## config.mk

```make
export PLATFORM = sky130hd
export DESIGN_NAME = sisc_ifetch_flat
export DESIGN_NICKNAME = d
export VERILOG_FILES = /design/src/rtl/sisc_pkg.sv /design/src/rtl/sisc_ifetch_if.sv /design/src/rtl/sisc_br_cond.sv /design/src/rtl/sisc_ifetch.sv /design/src/flat_wrapper.sv
export SDC_FILE = /design/constraint.sdc
export NUM_CORES = 1
export LEC_CHECK = 0
export BUFFER_PORTS_ARGS = -buffer_cell sky130_fd_sc_hd__buf_2
export CAP_MARGIN = 15
export CORE_ASPECT_RATIO = 0.6
export CORE_MARGIN = 3
export CORE_UTILIZATION = 45
export CTS_BUF_LIST = sky130_fd_sc_hd__clkbuf_4
export CTS_CLUSTER_DIAMETER = 200
export DETAILED_ROUTE_END_ITERATION = 6
export PLACE_DENSITY = 0.73
export SYNTH_ARGS = -nofsm -noshare
export SYNTH_HDL_FRONTEND = slang
export SYNTH_HIERARCHICAL = 1
export SYNTH_SLANG_ARGS = --single-unit
```

## constraint.sdc

```tcl
create_clock -name clk -period 4.7 [get_ports clk]
set_clock_uncertainty 0.05 [all_clocks]
set_input_delay 0 -clock clk [delete_from_list [all_inputs] [get_ports clk]]
set_output_delay 0 -clock clk [all_outputs]
set_load 0.005 [all_outputs]
```

## src/rtl/sisc_pkg.sv

```systemverilog
// sisc_pkg: definitions shared by the SISC instruction fetch unit and the control FSM.
//   - opcode constants
//   - IR field positions
//   - fetch FSM state encoding
package sisc_pkg;

  localparam logic [3:0] OP_NOOP = 4'd0;
  localparam logic [3:0] OP_LOD  = 4'd1;
  localparam logic [3:0] OP_STR  = 4'd2;
  localparam logic [3:0] OP_SWP  = 4'd3;
  localparam logic [3:0] OP_BRA  = 4'd4;
  localparam logic [3:0] OP_BRR  = 4'd5;
  localparam logic [3:0] OP_BNE  = 4'd6;
  localparam logic [3:0] OP_BNR  = 4'd7;
  localparam logic [3:0] OP_ALU  = 4'd8;
  localparam logic [3:0] OP_HLT  = 4'd15;

  // IR layout: opcode [31:28], mm [27:24], imm [15:0]
  localparam int OP_LSB  = 28;
  localparam int MM_LSB  = 24;
  localparam int IMM_LSB = 0;

  typedef enum logic {
    S_IDLE = 1'b0,
    S_WAIT = 1'b1
  } fetch_state_e;

endpackage

```

## src/rtl/sisc_ifetch_if.sv

```systemverilog
// sisc_ifetch_if: instruction-memory read bus.
//   imem_rd    : read request, held for the whole transaction
//   imem_addr  : read address
//   imem_rdata : read data, valid when imem_ack is high
//   imem_ack   : read data valid this cycle
// The master modport belongs to the fetch unit; the slave modport belongs to the memory.
interface sisc_ifetch_if #(
  parameter int ADDR_W = 16
);
  logic              imem_rd;
  logic [ADDR_W-1:0] imem_addr;
  logic [31:0]       imem_rdata;
  logic              imem_ack;

  modport master (output imem_rd, imem_addr, input  imem_rdata, imem_ack);
  modport slave  (input  imem_rd, imem_addr, output imem_rdata, imem_ack);
endinterface

```

## src/rtl/sisc_br_cond.sv

```systemverilog
// sisc_br_cond: branch condition decoder (purely combinational).
//   opcode, mm, stat : current instruction fields and the status flags
//   take             : the branch is taken
//   relative         : the target is pc + sign-extended imm, not the absolute imm
module sisc_br_cond
  import sisc_pkg::*;
(
  input  logic [3:0] opcode,
  input  logic [3:0] mm,
  input  logic [3:0] stat,
  output logic       take,
  output logic       relative
);

  logic hit;
  assign hit = |(stat & mm);

  always_comb begin
    take     = 1'b0;
    relative = 1'b0;
    case (opcode)
      OP_BRA: take = hit;
      OP_BRR: begin take = hit;  relative = 1'b1; end
      OP_BNE: take = !hit;
      OP_BNR: begin take = !hit; relative = 1'b1; end
      default: ;
    endcase
  end

endmodule

```

## src/rtl/sisc_ifetch.sv

```systemverilog
// sisc_ifetch: instruction fetch and program counter unit.
//   clk, rst_f          : clock; synchronous active-high reset
//   fetch_req, br_eval  : one-cycle pulses from control
//   stat                : status flags used by branch evaluation
//   imem                : instruction-memory read bus (master side)
//   ir, opcode, mm, imm : instruction register and its decoded fields
//   ir_valid            : IR holds a completed fetch (or a NOOP after a timeout)
//   pc                  : program counter; it already points past the fetched instruction
//   busy, fetch_err     : fetch in progress; sticky timeout flag
module sisc_ifetch
  import sisc_pkg::*;
#(
  parameter int          ADDR_W   = 16,
  parameter int unsigned RESET_PC = 0,
  parameter int          TIMEOUT  = 15
) (
  input  logic              clk,
  input  logic              rst_f,
  input  logic              fetch_req,
  input  logic              br_eval,
  input  logic [3:0]        stat,
  sisc_ifetch_if.master     imem,
  output logic [31:0]       ir,
  output logic [3:0]        opcode,
  output logic [3:0]        mm,
  output logic [15:0]       imm,
  output logic              ir_valid,
  output logic [ADDR_W-1:0] pc,
  output logic              busy,
  output logic              fetch_err
);

  localparam int CNT_W = $clog2(TIMEOUT + 1);

  fetch_state_e      state, state_nx;
  logic [CNT_W-1:0]  cnt;
  logic              fetch_go, ld_ir, ld_nop, cnt_inc, br_ld;
  logic              take, relative;
  logic [ADDR_W-1:0] imm_abs, imm_sx, br_target;

  assign opcode = ir[OP_LSB +: 4];
  assign mm     = ir[MM_LSB +: 4];
  assign imm    = ir[IMM_LSB +: 16];

  assign busy           = (state == S_WAIT);
  assign imem.imem_rd   = (state == S_WAIT);
  assign imem.imem_addr = pc;

  sisc_br_cond u_br_cond (
    .opcode   (opcode),
    .mm       (mm),
    .stat     (stat),
    .take     (take),
    .relative (relative)
  );

  // imm adapted to the PC width: zero-extended for absolute targets,
  // sign-extended for relative offsets (truncated when ADDR_W < 16)
  if (ADDR_W <= 16) begin : g_imm_narrow
    assign imm_abs = imm[ADDR_W-1:0];
    assign imm_sx  = imm[ADDR_W-1:0];
  end else begin : g_imm_wide
    assign imm_abs = {{(ADDR_W-16){1'b0}}, imm};
    assign imm_sx  = {{(ADDR_W-16){imm[15]}}, imm};
  end

  assign br_target = relative ? pc + imm_sx : imm_abs;

  always_ff @(posedge clk) begin
    if (rst_f) state <= S_IDLE;
    else       state <= state_nx;
  end

  always_comb begin
    state_nx = state;
    fetch_go = 1'b0;
    ld_ir    = 1'b0;
    ld_nop   = 1'b0;
    cnt_inc  = 1'b0;
    br_ld    = 1'b0;
    case (state)
      S_IDLE: begin
        // a valid branch evaluation swallows a coincident fetch_req
        if (br_eval && ir_valid) begin
          br_ld = take;
        end else if (fetch_req) begin
          fetch_go = 1'b1;
          state_nx = S_WAIT;
        end
      end
      S_WAIT: begin
        if (imem.imem_ack) begin
          ld_ir    = 1'b1;
          state_nx = S_IDLE;
        end else if (cnt == CNT_W'(TIMEOUT - 1)) begin
          // this cycle is the TIMEOUT-th with imem_rd high
          ld_nop   = 1'b1;
          state_nx = S_IDLE;
        end else begin
          cnt_inc = 1'b1;
        end
      end
      default: state_nx = S_IDLE;
    endcase
  end

  always_ff @(posedge clk) begin
    if (rst_f) begin
      pc        <= ADDR_W'(RESET_PC);
      ir        <= '0;
      ir_valid  <= 1'b0;
      fetch_err <= 1'b0;
      cnt       <= '0;
    end else begin
      if (fetch_go) begin
        ir_valid <= 1'b0;
        cnt      <= '0;
      end
      if (cnt_inc) cnt <= cnt + 1'b1;
      if (ld_ir) begin
        ir       <= imem.imem_rdata;
        ir_valid <= 1'b1;
        pc       <= pc + 1'b1;
      end
      if (ld_nop) begin
        ir        <= {OP_NOOP, 28'd0};
        ir_valid  <= 1'b1;
        fetch_err <= 1'b1;
      end
      if (br_ld) pc <= br_target;
    end
  end

endmodule

```

## src/flat_wrapper.sv

```systemverilog
// flat-port wrapper written by rule: the top's interface ports become plain ports
module sisc_ifetch_flat import sisc_pkg::*;
#(
  parameter int          ADDR_W   = 16,
  parameter int unsigned RESET_PC = 0,
  parameter int          TIMEOUT  = 15
)
  (clk, rst_f, fetch_req, br_eval, stat, ir, opcode, mm, imm, ir_valid, pc, busy, fetch_err, imem_imem_rd, imem_imem_addr, imem_imem_rdata, imem_imem_ack);
  sisc_ifetch_if #(.ADDR_W(ADDR_W)) imem_i ();
  input  logic clk;
  input  logic rst_f;
  input  logic fetch_req;
  input  logic br_eval;
  input  logic [3:0] stat;
  output logic [31:0] ir;
  output logic [3:0] opcode;
  output logic [3:0] mm;
  output logic [15:0] imm;
  output logic ir_valid;
  output logic [ADDR_W-1:0] pc;
  output logic busy;
  output logic fetch_err;
  output wire logic [$bits(imem_i.imem_rd)-1:0] imem_imem_rd;
  output wire logic [$bits(imem_i.imem_addr)-1:0] imem_imem_addr;
  input wire logic [$bits(imem_i.imem_rdata)-1:0] imem_imem_rdata;
  input wire logic [$bits(imem_i.imem_ack)-1:0] imem_imem_ack;
  assign imem_imem_rd = imem_i.imem_rd;
  assign imem_imem_addr = imem_i.imem_addr;
  assign imem_i.imem_rdata = imem_imem_rdata;
  assign imem_i.imem_ack = imem_imem_ack;
  sisc_ifetch #(.ADDR_W(ADDR_W), .RESET_PC(RESET_PC), .TIMEOUT(TIMEOUT)) u_core (.clk(clk), .rst_f(rst_f), .fetch_req(fetch_req), .br_eval(br_eval), .stat(stat), .imem(imem_i), .ir(ir), .opcode(opcode), .mm(mm), .imm(imm), .ir_valid(ir_valid), .pc(pc), .busy(busy), .fetch_err(fetch_err));
endmodule
```

* Yosys cells after proc, flatten, opt, wreduce, memory -nomap -nowiden
Index checks and enable logic that the tools add are counted.
** Storage, ports and cells
- Word-level logic and storage cells :: 50
- Input bits :: 41
- Output and inout port bits :: 92
- Bits in registers :: 55
** Cells by class
- Mux-type cells :: 24
- Eq/ne operators :: 5
- Add/subtract/negate cells :: 3
- Bitwise operators :: 2
- Reduce and logical (&&, ||, !) cells :: 10
** Operator list (count)
- $mux W16 :: 3
- $mux W1 :: 17
- $add A16 B1 Y16 const B :: 1
- $add A16 B16 Y16 :: 1
- $eq A4 B3 Y1 const B :: 4
- $mux W4 :: 2
- $reduce_or A2 Y1 :: 4
- $add A4 B1 Y4 const B :: 1
- $and A4 B4 Y4 :: 1
- $eq A4 B4 Y1 const B :: 1
- $pmux W1 S2 :: 2
- $reduce_bool A2 Y1 :: 2
- $reduce_or A4 Y1 :: 1
- $reduce_bool A3 Y1 :: 1
- $logic_and A1 B1 Y1 :: 1
- $logic_not A1 Y1 :: 1
- $not A1 Y1 :: 1

* Longest topological paths before layout
Gate-level depths: netlist (run 1).
- Depth after elaboration :: 7
- Depth in mapped cells :: 9
- Depth with buffers taken out :: 9

* Cells and area by module
The synthesis (run 1) kept the hierarchy.
** Modules (own cells, without submodules)
- sisc_ifetch :: sequential area each 1101.1 sq um, instances 1, area each 3445.8 sq um, cells each 443
- sisc_br_cond :: sequential area each 0.0 sq um, instances 1, area each 53.8 sq um, cells each 7

* Least setup slack after synthesis (run 1)
Ideal clock, no wire load.
- Kind :: reg-to-reg
- From :: register u_core.pc[0] (netlist: u_core/imem.imem_addr[0])
- To :: register u_core.pc[10] (netlist: u_core/imem.imem_addr[10])
- Setup slack :: 2.425 ns
- Stages on the path, launching flop included :: 9
- Buffers on the path :: 0
- Clock period less this slack :: 2.275 ns
- Data arrival time :: 2.146 ns
- Library setup time :: 0.079 ns
- Data required time :: 4.571 ns
- Cell sequence :: dfxtp_1 -> ha_1 -> fa_1 -> a21oi_2 -> o211ai_2 -> a31oi_4 -> xnor2_1 -> a311o_1 -> a211oi_2
** On the way
- Longest elaborated chain between the ends :: 3
- Elaborated cells between the ends (all ways) :: 5
- Classes of those cells :: add/sub: 2; mux: 3
** Ends and longest elaborated chain
- start, declared :: line sisc_ifetch.sv:28 : output logic [ADDR_W-1:0] pc,
- start signal, assigned :: line sisc_ifetch.sv:109 : pc <= ADDR_W'(RESET_PC);
- start signal, assigned :: line sisc_ifetch.sv:123 : pc <= pc + 1'b1;
- start signal, assigned :: line sisc_ifetch.sv:130 : if (br_ld) pc <= br_target;
- $add A16 B1 Y16 / $add A16 B16 Y16 (equally long branches) :: line sisc_ifetch.sv:123, sisc_ifetch.sv:67
- $mux W16, on equally long branches :: line sisc_ifetch.sv:120, sisc_ifetch.sv:67
- $mux W16 (*) :: line sisc_ifetch.sv:130
Mark *: on every way between the ends. The rest lies on a longest branch, timed or not. The select of a mux whose other input is x is not followed.
A chain may end at the register's enable or synchronous reset.

* Final worst setup path (run 1)
- From :: register u_core.ir[24]
- To :: register u_core.pc[15] (netlist: u_core/imem.imem_addr[15])
** On the way
- Longest elaborated chain between the ends :: 7
- Elaborated cells between the ends (all ways) :: 8
- Classes of those cells :: mux: 4; bitwise: 1; reduce/logical: 3
** Ends and longest elaborated chain
- start, declared :: line sisc_ifetch.sv:23 : output logic [31:0] ir,
- start signal, assigned :: line sisc_ifetch.sv:121 : ir <= imem.imem_rdata;
- start signal, assigned :: line sisc_ifetch.sv:126 : ir <= {OP_NOOP, 28'd0};
- $and A4 B4 Y4 (*) :: line sisc_br_cond.sv:16 : assign hit = |(stat & mm);
- $reduce_or A4 Y1 (*) :: line sisc_br_cond.sv:16
- $logic_not A1 Y1 :: line sisc_br_cond.sv:24, sisc_br_cond.sv:25
- $pmux W1 S2 (*) :: line sisc_br_cond.sv:21 : case (opcode)
- via u_core.take :: line sisc_ifetch.sv:38 : logic take, relative;
- $mux W1 (*) :: line sisc_ifetch.sv:84 : if (br_eval && ir_valid) begin
- $mux W1 (*) :: line sisc_ifetch.sv:81 : case (state)
- $mux W16 / $reduce_bool A2 Y1 (equally long branches)
Mark *: on every way through the listed nets, which the timed path passes. The rest lies on a longest branch.

==> results of run 1 <==
==> cell families after synthesis <==
family          after synthesis
simple gates                162
compound gates              116
buf+inv                      70
flops                        55
xor+xnor                     24
fa+ha+maj                    19
mux                           4
==> metrics by stage <==
stage,instances,cell area [um2],utilization [%]
5_1_grt,672,4360,58.8
2_1_floorplan,450,3500,-
3_5_place_dp,630,3940,53.1
6_report,672,4360,58.8
4_1_cts,672,4360,58.8
3_3_place_gp,630,3940,53.1
==> registers in the layout (all words and copies together) (netlist names) <==
| name | flops |
|---|---|
| u_core/ir_valid | 1 |
| u_core/imem.imem_addr | 16 |
| u_core/busy | 1 |
| u_core/cnt | 4 |
| u_core/fetch_err | 1 |
| u_core/ir | 32 |
==> metal layers <==
layer  part of all wire, %  vias to the layer above  track usage, %
met2                    44                      150            37.4
li1                      -                     1775               -
met3                   8.1                       13            5.17
met5                     0                        -               0
met4                   1.2                        0            5.20
met1                    46                     1707            31.2
==> path summary, 6_finish.rpt <==
kind	end	slack (ps)	depth (start not counted)
setup / recovery	u_core/imem.imem_addr[15]	1760	9
hold / removal	u_core/busy	40	3
setup reg to reg	u_core/imem.imem_addr[15]	1760	9
hold reg to reg	u_core/ir[18]	420	2
==> layout by cell type (no fill, tap or decap), types with 9 or more instances in the layout <==
cell type | netlist | final
buf_2 | 2 | 132
nand2_1 | 84 | 84
a21oi_1 | 59 | 59
dfxtp_1 | 55 | 55
dlygate4sd3_1 | 0 | 35
nor2_1 | 24 | 24
ha_1 | 18 | 18
xnor2_1 | 13 | 13
xor2_1 | 11 | 11
inv_1 | 10 | 10
a211oi_1 | 10 | 10
nand3_1 | 10 | 10
nor3_1 | 9 | 9
o21ai_0 | 9 | 9
==> repair_timing <==
item | CTS | global route
hold buffers | 35 | 0
endpoints found under the setup margin | 0 | 0
hold endpoints to repair | 38 | 0
resized for setup | 0 | 0
==> worst max-delay path: stages, from the launching register on <==
cell	delay [ps]
dfxtp_1	360
a22o_1	240
o21ai_0	140
and3b_1	190
nand4b_1	770
nor2_1	680
nand4b_1	160
nor3_1	190
nor3_1	80
nand2_1	50
==> power breakdown <==
part | internal, W | total, W | leakage [nW] | switching (W)
sequential | 0.000479 | 0.000497 | 0.446 | 0.0000172
clock | 0.000116 | 0.000267 | 0.0417 | 0.000151
combinational | 0.0000658 | 0.000126 | 1.52 | 0.0000599
==> final cells by class <==
class,count,share of cell area (%)
Tap cell,104,2.98
Multi-Input combinational cell,325,45.4
Clock inverter,1,0.688
Inverter,10,0.860
Sequential cell,55,25.2
Clock buffer,6,1.03
Timing Repair Buffer,171,23.9
==> impl_results.md, run 1 <==
* Sequential cell area at 1100 um2
* Max-capacitance violation count at 0
* Largest family of logic cells by synthesized area: simple AND/OR/NAND/NOR gates
* Critical path start-end classification: reg2reg
* Min-Delay Path Class: in2reg
* Startpoint of the worst register-to-register path: u_core/ir[24]
* FF+latch count, synth at 55
* Floorplan die area at 8910 um2
* Antenna diodes at 0
* ANT nets after route at 0
* Number of buffers inserted by post-CTS setup repair at 0
* Via count at 3,645
* Post-Route WL at 10,300 um
* Relative slew margins at 34.8%
* Cell area after synthesis at 3500 um2
* Cell type with the highest aggregate area in the netlist: dfxtp_1
* Dpl ws at 1820 ps
* Global-route wire length before repair at 16,400 um
* Initial antenna violation count at 0
* Run status: complete, no violations
* Core area at 7420 um2
* Compound-cell area share of the yosys netlist at 21.1%
* Clk sinks at 55
* Clock Latency Late Sink at 380 ps
* Hold wc startpoint: fetch_req
* Post-DP HPWL at 7360 um
* Site row count at 24
* Final Max Tran Viols at 0
* Number of H-tree levels at 2
* CP required at 4990 ps
* Power Density at 204 nW/um2
* Per-cell routed wire length at 15.4 um
* Remaining routing DRC violations at 0
* Number of port buffers at 132
* Maximum vdd drop at 0.161 mV
* Syn Nets at 510
* Multiplexer share of the synthesized area at 1.14%
* Worst-case hold slack at 39.3 ps
* Origin of the worst setup path: u_core/ir[24]
* Share of the synthesized area in the top cell type at 31.5%
* WP data arrival at 3230 ps
* Fin nets at 628
* Die outline height at 74.3 um
* Count of yosys warnings during synthesis at 6
* Post-synthesis cell count at 450
* Unique cell type count in the Yosys netlist at 52
* Startpoint kind of the worst setup timing path: flip-flop
* Worst Setup End Kind: flip-flop
* Share of final-layout standard cells stronger than drive strength 1 at 26.4%
* Leading post-synthesis cells by instance count: nand2_1 (84), a21oi_1 (59), dfxtp_1 (55), buf_4 (41), nor2_1 (24)
* Root buffer selected by CTS: clkbuf_4
* Multi-input gate area at 1980 um2
* Top area cells in the synthesized netlist: dfxtp_1 (31%), nand2_1 (9.0%), buf_4 (8.8%)
* Synth Area in Adders at 7.01%
* Total clock buffers created by CTS at 5
* Share of synthesized registers carrying an async set or reset at 0%
* CTS tree: yes
* Area grow syn2layout at 24.7%
* Maximum number of pins on one net before global-route repair at 33
* Vias in the first global route at 3,265
* Maximum buffer depth of the clock tree at 2
* Sequential cell area fraction in the yosys report at 31.5%
* Detailed Routing Iterations Pass 1 at 5
* Drt via density at 5.42
* Initial Util at 47.2%
* Die width at 120 um
* Min Clock Period, post-route at 2940 ps
* Mean post-synth cell area at 7.78 um2
* Total power after layout at 0.000889 W
* Most common cell in the synthesized netlist: nand2_1
* Post-Synth XOR/XNOR Area at 6.01%
* Setup Viol. Count Final at 0
* Max Freq at 340 MHz
* Filler instances at 682
* Clk slew on worst S/H paths at 150 ps
* Most instantiated flip-flop cell in the synthesis netlist: dfxtp_1
* Setup_tns at 0 ps
* Unrepaired setup endpoints after global routing: no
* Basic-gate share of the synthesized area counting and, or, nand and nor cells at 21.3%
* First-iteration detailed-routing DRC count at 279
* Endpoints failing hold at 0
* Transition time at the pin with the least slew margin at 973 ps
* Number of flops mapped to enable cells by yosys at 0
* Post-layout worst setup margin at 1760 ps
* Total Routing Usage GR at 22.8%
* Top fanout value on the critical path at 23
* Final period util at 62.6%
* Global route total overflow at 0
* Leakage power summed over all cells at 2.00 nW
* Number of ports placed on the die boundary at 133
* Gpl congestion at 0.859
Power figures use the tool's default switching activity.
==> run 2, diff against run 1 <==
Settings changed: PLACE_DENSITY 0.73 to 0.76.
Clock period 4.7 ns to 2.6 ns, I/O delays scaled along.
==> impl_results.md, run 2 (synthesized netlist as in run 1, its figures left out) <==
* Run status: complete, no violations
* Antenna diodes at 0 (unchanged)
* ANT nets after route at 0 (unchanged)
* Via count at 3,670 (+0.69%)
* Max-capacitance violation count at 0 (unchanged)
* Drt via density at 5.41 (-0.35%)
* First-iteration detailed-routing DRC count at 217 (-22%)
* Area grow syn2layout at 25.6%
* Final Max Tran Viols at 0 (unchanged)
* Transition time at the pin with the least slew margin at 529 ps (-444 ps)
* Endpoints failing hold at 0 (unchanged)
* Number of H-tree levels at 2 (unchanged)
* Max Freq at 412 MHz (+21%)
* Total power after layout at 0.00154 W (+73%)
* Floorplan die area at 8910 um2 (unchanged)
* Top fanout value on the critical path at 5 (-78%)
* Maximum vdd drop at 0.218 mV (+35%)
* Total Routing Usage GR at 23.0% (+0.17 points)
* Commonest cells after routing, fill and taps aside: buf_2 (132), nand2_1 (84), a21oi_1 (59)
* Global route total overflow at 0 (unchanged)
* Post-Route WL at 10,500 um (+1.3%)
* Clk sinks at 55 (unchanged)
* Flip-flop count of the largest register after layout at 32 (unchanged)
* Critical path start-end classification: reg2reg
* Slowest-stage cell, CP: fa_1
* Share of final-layout standard cells stronger than drive strength 1 at 27.5% (+1.1 points)
* Total clock buffers created by CTS at 5 (unchanged)
* Most flop-heavy register: u_core/ir
* Global-route wire length before repair at 16,500 um (+0.93%)
* Detailed Routing Iterations Pass 1 at 5 (unchanged)
* Per-cell routed wire length at 15.4 um (+0.23%)
* Setup_tns at 0 ps (unchanged)
* Initial Util at 47.2% (unchanged)
* Site row count at 24 (unchanged)
* Remaining routing DRC violations at 0 (unchanged)
* Unrepaired setup endpoints after global routing: no
* Sum of buffers and inverters on the critical path at 0 (unchanged)
* Number of port buffers at 132 (unchanged)
* Power Density at 351 nW/um2 (+72%)
* Gpl congestion at 0.954 (+11%)
* Clk slew on worst S/H paths at 170 ps (+20 ps)
* Fin nets at 634 (+0.96%)
* Relative slew margins at 64.7% (+30 points)
* Top delay family on crit path: compound AO/OA/AOI/OAI gates
* Worst Setup End Kind: flip-flop
* Die width at 120 um (unchanged)
* CTS tree: yes
* CP Cell Sequence: ha_1 > fa_1 > a21oi_2 > o211ai_2 > a31oi_4 > xnor2_1 > a311o_1 > a211oi_2
* Slowest Stage Delay on Critical Path at 430 ps (-340 ps)
* Final period util at 93.3% (+31 points)
* Filler instances at 689 (+1.0%)
* CP required at 2880 ps (-2110 ps)
* Setup Viol. Count Final at 0 (unchanged)
* Root buffer selected by CTS: clkbuf_4
* Leakage power summed over all cells at 2.02 nW (+0.92%)
* Core area at 7420 um2 (unchanged)
* Initial antenna violation count at 0 (unchanged)
* Min Clock Period, post-route at 2430 ps (-515 ps)
* Die outline height at 74.3 um (unchanged)
* Min-Delay Path Class: in2reg
* Worst-case hold slack at 67.3 ps (+28.0 ps)
* Maximum buffer depth of the clock tree at 2 (unchanged)
* Clock Latency Late Sink at 390 ps (about the same)
* Post-DP HPWL at 7490 um (+1.9%)
* WP data arrival at 2700 ps (-530 ps)
* Startpoint kind of the worst setup timing path: flip-flop
* Number of ports placed on the die boundary at 133 (unchanged)
* Maximum number of pins on one net before global-route repair at 25 (-24%)
* Vias in the first global route at 3,300 (+1.1%)
* Commonest non-fill, non-tap cell in the layout: buf_2
[run 2: stage by stage]
step / cells / setup slack (ps) / util [%] / cell area [um2]
4_1_cts: 679 / 159 / 59.2 / 4390
5_1_grt: 679 / 13.3 / 59.2 / 4390
2_1_floorplan: 450 / 325 / - / 3500
6_report: 679 / 173 / 59.2 / 4390
3_5_place_dp: 636 / 209 / 53.7 / 3980
3_3_place_gp: 636 / 261 / 53.7 / 3980
[run 2: final timing paths]
kind | startpoint | endpoint | slack (ps) | cells past startpoint
setup / recovery | u_core/ir[0] | u_core/imem.imem_addr[10] | 170 | 8
hold / removal | br_eval | u_core/busy | 70 | 4
setup reg to reg | u_core/ir[0] | u_core/imem.imem_addr[10] | 170 | 8
hold reg to reg | u_core/ir[22] | u_core/ir[22] | 410 | 2
[run 2: final cells by class]
| type | instances | area, um2 | share of cell area (%) |
|---|---|---|---|
| Clock inverter | 2 | 12.5 | 0.285 |
| Sequential cell | 55 | 1100 | 25.1 |
| Multi-Input combinational cell | 325 | 1980 | 45.1 |
| Inverter | 10 | 37.5 | 0.854 |
| Timing Repair Buffer | 177 | 1090 | 24.7 |
| Tap cell | 104 | 130 | 2.96 |
| Clock buffer | 6 | 45.0 | 1.03 |
[run 2: per-layer routing]
| metal | track usage, % | routed length [um] | vias up |
|---|---|---|---|
| met5 | 0 | 0 | - |
| met4 | 4.31 | 72 | 0 |
| met3 | 5.85 | 971 | 11 |
| met2 | 36.7 | 4540 | 167 |
| met1 | 32.1 | 4870 | 1711 |
| li1 | - | - | 1781 |
[run 2: power breakdown]
part           total (W)  switching (W)  leakage, nW  internal, W
combinational   0.000236       0.000114         1.54     0.000122
clock           0.000412       0.000296       0.0317     0.000116
sequential      0.000895      0.0000277        0.446     0.000867
[run 2: timing repair]
item                       CTS  global route
setup endpoints to repair    0             1
hold endpoints to repair    36             0
resized for setup            0             1
buffers inserted             0             0
hold buffers                35             0
[run 2: worst min-delay path, cell delays in order]
cell and delay (ps):
buf_2 90, nand2_1 70, nand3b_1 210, a21oi_1 110
